File: config.mk
export PLATFORM = sky130hd
export DESIGN_NAME = gray_conv_arbiter
export DESIGN_NICKNAME = d
export VERILOG_FILES = /design/src/rtl/gray_conv_arbiter.sv
export SDC_FILE = /design/constraint.sdc
export NUM_CORES = 1
export LEC_CHECK = 0
export ABC_AREA = 1
export CAP_MARGIN = 5
export CORE_MARGIN = 2
export CORE_UTILIZATION = 33
export DETAILED_ROUTE_END_ITERATION = 8
export PLACE_DENSITY = 0.65
export SLEW_MARGIN = 20
export SYNTH_ARGS = -nofsm -noshare
export SYNTH_HDL_FRONTEND = slang
export SYNTH_SLANG_ARGS = --single-unit
File: constraint.sdc
create_clock -name clk -period 2 [get_ports clk]
set_input_delay 0.4 -clock clk [delete_from_list [all_inputs] [get_ports clk]]
set_output_delay 0.4 -clock clk [all_outputs]
set_load 0.01 [all_outputs]
File: src/rtl/gray_conv_arbiter.sv
// gray_conv_arbiter: two-requester round-robin front end feeding a single
// binary<->Gray converter with a one-entry output register.
module gray_conv_arbiter #(
    parameter int WIDTH = 4
) (
    input  logic             clk,
    input  logic             rst_n,
    input  logic             req0_valid,
    input  logic [WIDTH-1:0] req0_data,
    input  logic             req0_mode,
    output logic             req0_ready,
    input  logic             req1_valid,
    input  logic [WIDTH-1:0] req1_data,
    input  logic             req1_mode,
    output logic             req1_ready,
    output logic             out_valid,
    output logic [WIDTH-1:0] out_data,
    output logic             out_src,
    input  logic             out_ready
);

    // Output register occupancy
    typedef enum logic {
        EMPTY = 1'b0,
        FULL  = 1'b1
    } state_e;

    state_e           state_q, state_d;
    logic [WIDTH-1:0] out_data_q, out_data_d;
    logic             out_src_q, out_src_d;
    // Index of the requester granted in the most recent accepted transfer;
    // resets to 1 so that requester 0 wins the first contention.
    logic             last_grant_q, last_grant_d;

    logic             can_accept;
    logic             grant_vld;
    logic             grant_idx;
    logic             accept;
    logic [WIDTH-1:0] sel_data;
    logic             sel_mode;
    logic [WIDTH-1:0] conv_result;

    // Binary to Gray: the MSB passes through, every lower bit is the XOR
    // of itself and its upper neighbour.
    function automatic logic [WIDTH-1:0] bin2gray(input logic [WIDTH-1:0] b);
        logic [WIDTH-1:0] g;
        g[WIDTH-1] = b[WIDTH-1];
        for (int i = WIDTH - 2; i >= 0; i--) begin
            g[i] = b[i+1] ^ b[i];
        end
        return g;
    endfunction

    // Gray to binary: a running XOR from the MSB downwards, each binary bit
    // depending on the already-decoded bit above it.
    function automatic logic [WIDTH-1:0] gray2bin(input logic [WIDTH-1:0] g);
        logic [WIDTH-1:0] b;
        b[WIDTH-1] = g[WIDTH-1];
        for (int i = WIDTH - 2; i >= 0; i--) begin
            b[i] = b[i+1] ^ g[i];
        end
        return b;
    endfunction

    // Round-robin grant: a lone requester always wins, under contention the
    // requester that was not granted last time wins.
    always_comb begin
        grant_vld = 1'b0;
        grant_idx = 1'b0;
        if (req0_valid && req1_valid) begin
            grant_vld = 1'b1;
            grant_idx = ~last_grant_q;
        end else if (req0_valid) begin
            grant_vld = 1'b1;
            grant_idx = 1'b0;
        end else if (req1_valid) begin
            grant_vld = 1'b1;
            grant_idx = 1'b1;
        end
    end

    // Handshake: ready goes only to the granted requester and only when the
    // output register is free now or is being drained this cycle.
    always_comb begin
        accept     = can_accept && grant_vld;
        req0_ready = accept && (grant_idx == 1'b0);
        req1_ready = accept && (grant_idx == 1'b1);
    end

    // Operand mux and conversion of the granted request
    always_comb begin
        sel_data    = grant_idx ? req1_data : req0_data;
        sel_mode    = grant_idx ? req1_mode : req0_mode;
        conv_result = sel_mode ? gray2bin(sel_data) : bin2gray(sel_data);
    end

    // Occupancy state register; reset discards any pending result at once
    always_ff @(posedge clk or negedge rst_n) begin
        if (!rst_n) begin
            state_q <= EMPTY;
        end else begin
            state_q <= state_d;
        end
    end

    // Next occupancy: a new acceptance always fills, a drain without a
    // replacement empties, a stalled result stays put.
    always_comb begin
        state_d = state_q;
        case (state_q)
            EMPTY: begin
                if (accept) begin
                    state_d = FULL;
                end
            end
            FULL: begin
                if (accept) begin
                    state_d = FULL;
                end else if (out_ready) begin
                    state_d = EMPTY;
                end
            end
            default: state_d = EMPTY;
        endcase
    end

    // Occupancy-derived outputs
    always_comb begin
        out_valid  = (state_q == FULL);
        can_accept = (state_q == EMPTY) || out_ready;
    end

    // Result and arbitration history next-state: both change only on an
    // accepted transfer, so a drained result keeps its last value.
    always_comb begin
        out_data_d   = out_data_q;
        out_src_d    = out_src_q;
        last_grant_d = last_grant_q;
        if (accept) begin
            out_data_d   = conv_result;
            out_src_d    = grant_idx;
            last_grant_d = grant_idx;
        end
    end

    // Result and arbitration history registers
    always_ff @(posedge clk or negedge rst_n) begin
        if (!rst_n) begin
            out_data_q   <= '0;
            out_src_q    <= 1'b0;
            last_grant_q <= 1'b1;
        end else begin
            out_data_q   <= out_data_d;
            out_src_q    <= out_src_d;
            last_grant_q <= last_grant_d;
        end
    end

    assign out_data = out_data_q;
    assign out_src  = out_src_q;

endmodule

==> flow_metrics.env <==
export IMPL_synthArstFlopShare_pct=100
export IMPL_r2r_slack_ns=0.40
export IMPL_ys_seq_elements=7
export IMPL_io_pins=23
export IMPL_finalHoldWorstSlack_ns=0.405
export IMPL_fp_dieW_um=42.8
export IMPL_fillers=142
export IMPL_syn_inst=73
export IMPL_initial_core_util_pct=36.7
export IMPL_rsz0062_at_grt="no"
export IMPL_drv_slew=0
export IMPL_p_leak_nw=0.399
export IMPL_clkPwrFrac_pct=23.3
export IMPL_path_buf_inv=2
export IMPL_r2r_start="last_grant_q"
export IMPL_relSlewSlack_pct=79.9
export IMPL_syn_num_nets=88
export IMPL_htree_levels=1
export IMPL_fp_coreArea_um2=1350
export IMPL_reg2reg_depth=11
export IMPL_nets=119
export IMPL_synth_edff_count=0
export IMPL_synth_cell_types=17
export IMPL_cpPeakStageDelay_ns=0.45
export IMPL_status="complete, no violations"
export IMPL_die_y_um=42.8
export IMPL_yosysMostFrequentCell="nand2_1"
export IMPL_power_density_nw_per_um2=675
export IMPL_drc=0
export IMPL_dieArea_um2=1830
export IMPL_cts_root_buffer="clkbuf_4"
export IMPL_cp_start_kind="input pin"
export IMPL_crit_chain="clkdlybuf4s50_1, o22ai_1, nor2_1, dlygate4sd2_1"
export IMPL_dp_hpwl_um=954
export IMPL_fmax_ghz=0.532
export IMPL_antennaDiodeCount=0
export IMPL_antenna_found_initial=0
export IMPL_cap_violations=0
export IMPL_tightest_slew_ns=0.301
export IMPL_syn_to_final_growth_pct=58.3
export IMPL_finalSetupViolations=0
export IMPL_via_count=539
export IMPL_worstHoldPathType="in -> async"
export IMPL_cts_buffers=3
export IMPL_p_sw_mw=0.166
export IMPL_skew_ns=0.00141
export IMPL_crit_arrival_ns=1.48
export IMPL_path_clk_slew_ns=0.05
export IMPL_crit_slowest_cell="clkdlybuf4s50_1"
export IMPL_ys_flop_type="dfrtp_1"
export IMPL_row_count=13
export IMPL_yosysTopAreaCell="dfrtp_1"
export IMPL_cp_end_kind="output port"
export IMPL_placed_cell_area_um2=761
export IMPL_wl_per_cell_um=9.31
export IMPL_post_route_cell_area_um2=785
export IMPL_synth_area_leaders="dfrtp_1, nand2_1, nand2_2"
export IMPL_vdd_drop_max_uv=225
export IMPL_criticalPathCategory="in -> out"
export IMPL_viasPerCell=4.57
export IMPL_grt_pass1_vias=496
export IMPL_r2r_end="out_data[0]"
export IMPL_grt_use_total_pct=13.3
export IMPL_gp_congestion=0.785
export IMPL_grt_pass1_wl_um=1810
export IMPL_path_max_fanout=3
export IMPL_grt_max_degree=10
export IMPL_drtIter0Drc=10
export IMPL_fin_util_pct=58.1
export IMPL_cts_buffer_depth=2
export IMPL_pwr_share_comb_pct=41.4
export IMPL_port_buffers=22
export IMPL_finalWirelength_um=1100
export IMPL_postRouteAntennaNets=0
export IMPL_hold_violations=0
export IMPL_grt_remaining_overflow=0
export IMPL_worstSkewPairLatency_ns=0.25
export IMPL_synth_warnings=0
export IMPL_internal_power_mw=0.364
export IMPL_path_delay_family="buffers and inverters"
export IMPL_critical_path_required_ns=1.60
export IMPL_yosysSeqAreaShare_pct=35.6
export IMPL_swShare_pct=31.3
export IMPL_synth_top_area_share_pct=30.3
export IMPL_synthTopCellsByCount="nand2_1, inv_1, nand2_2"
export IMPL_period_share_pct=94.1
export IMPL_mappedNetlistArea_um2=495
export IMPL_firstDrtPassIters=4
export IMPL_cts_tree="built"
export IMPL_cts_sinks=7
export IMPL_drive_gt1_share_pct=20.4
export IMPL_pwr_share_seq_pct=35.3
export IMPL_fin_crit_ns=1.88
export IMPL_synth_avg_cell_area_um2=6.79
## power by group through the flow
stage,Combinational (mW),Sequential (mW),Clock (mW)
6_report,0.219,0.187,0.123
5_1_grt,0.241,0.191,0.139
4_1_cts,0.221,0.188,0.131
3_5_place_dp,0.224,0.190,0
3_3_place_gp,0.220,0.188,0
2_1_floorplan,0.0987,0.199,0
## area by class of cell
class / instances / area [um^2] / area share (%)
Clock buffer: 4 / 26.3 / 3.35
Inverter: 10 / 37.5 / 4.78
Multi-Input combinational cell: 55 / 270 / 34.4
Sequential cell: 7 / 176 / 22.5
Tap cell: 15 / 18.8 / 2.39
Timing Repair Buffer: 27 / 255 / 32.5
## worst max-delay path by stage
stage | endpoint | slack [ns] | from | depth (start not counted)
after floorplan | out_data[0] | 0.57 | last_grant_q | 12
after global placement | req1_ready | -0.16 | req1_valid | 4
after detailed placement | req0_ready | -0.16 | req0_valid | 6
after CTS | req1_ready | 0.11 | req1_valid | 4
after global routing | req1_ready | 0.03 | req1_valid | 4
final | req1_ready | 0.12 | req1_valid | 4
## layout by cell type (no fill, tap or decap), types with 3 or more instances in the layout
master / n
nand2_1: 23
clkdlybuf4s50_1: 20
inv_1: 10
nand2_2: 9
nand3_1: 7
dfrtp_1: 6
buf_4: 5
nor2_1: 4
o21ai_0: 3
clkbuf_4: 3
## sequential cells by signal, summed over array words and instances, names as in the netlist
signal / cells
out_src: 1
last_grant_q: 1
out_valid: 1
out_data: 4
## cell families (layout without fill, tap and decap cells)
family	after synthesis	after routing	share of synthesized area [%]
simple gates	47	47	44.9
buf+inv	11	41	9.85
compound gates	8	8	9.59
flops	7	7	35.6
## layer usage
layer  share of wire, %  GRT usage (%)
met5                  0              0
met2                 52           23.0
met1                 44           14.1
met3                3.1           1.28
met4                  0           11.3
## timing repair
item,in CTS,in global routing
hold buffers,0,0
resized for setup,2,0
setup buffers,0,0
endpoints found under the hold margin,0,0
setup endpoints to repair,2,0
## per-stage QoR
stage | power, mW | setup slack [ns] | setup TNS [ns] | instances
6_report | 0.530 | 0.119 | 0 | 118
5_1_grt | 0.571 | 0.0303 | 0 | 118
4_1_cts | 0.540 | 0.111 | 0 | 118
3_5_place_dp | 0.413 | -0.161 | -0.299 | 114
3_3_place_gp | 0.408 | -0.157 | -0.302 | 114
2_1_floorplan | 0.297 | 0.567 | 0 | 73
No activity file was read; power rests on OpenSTA's default activity.
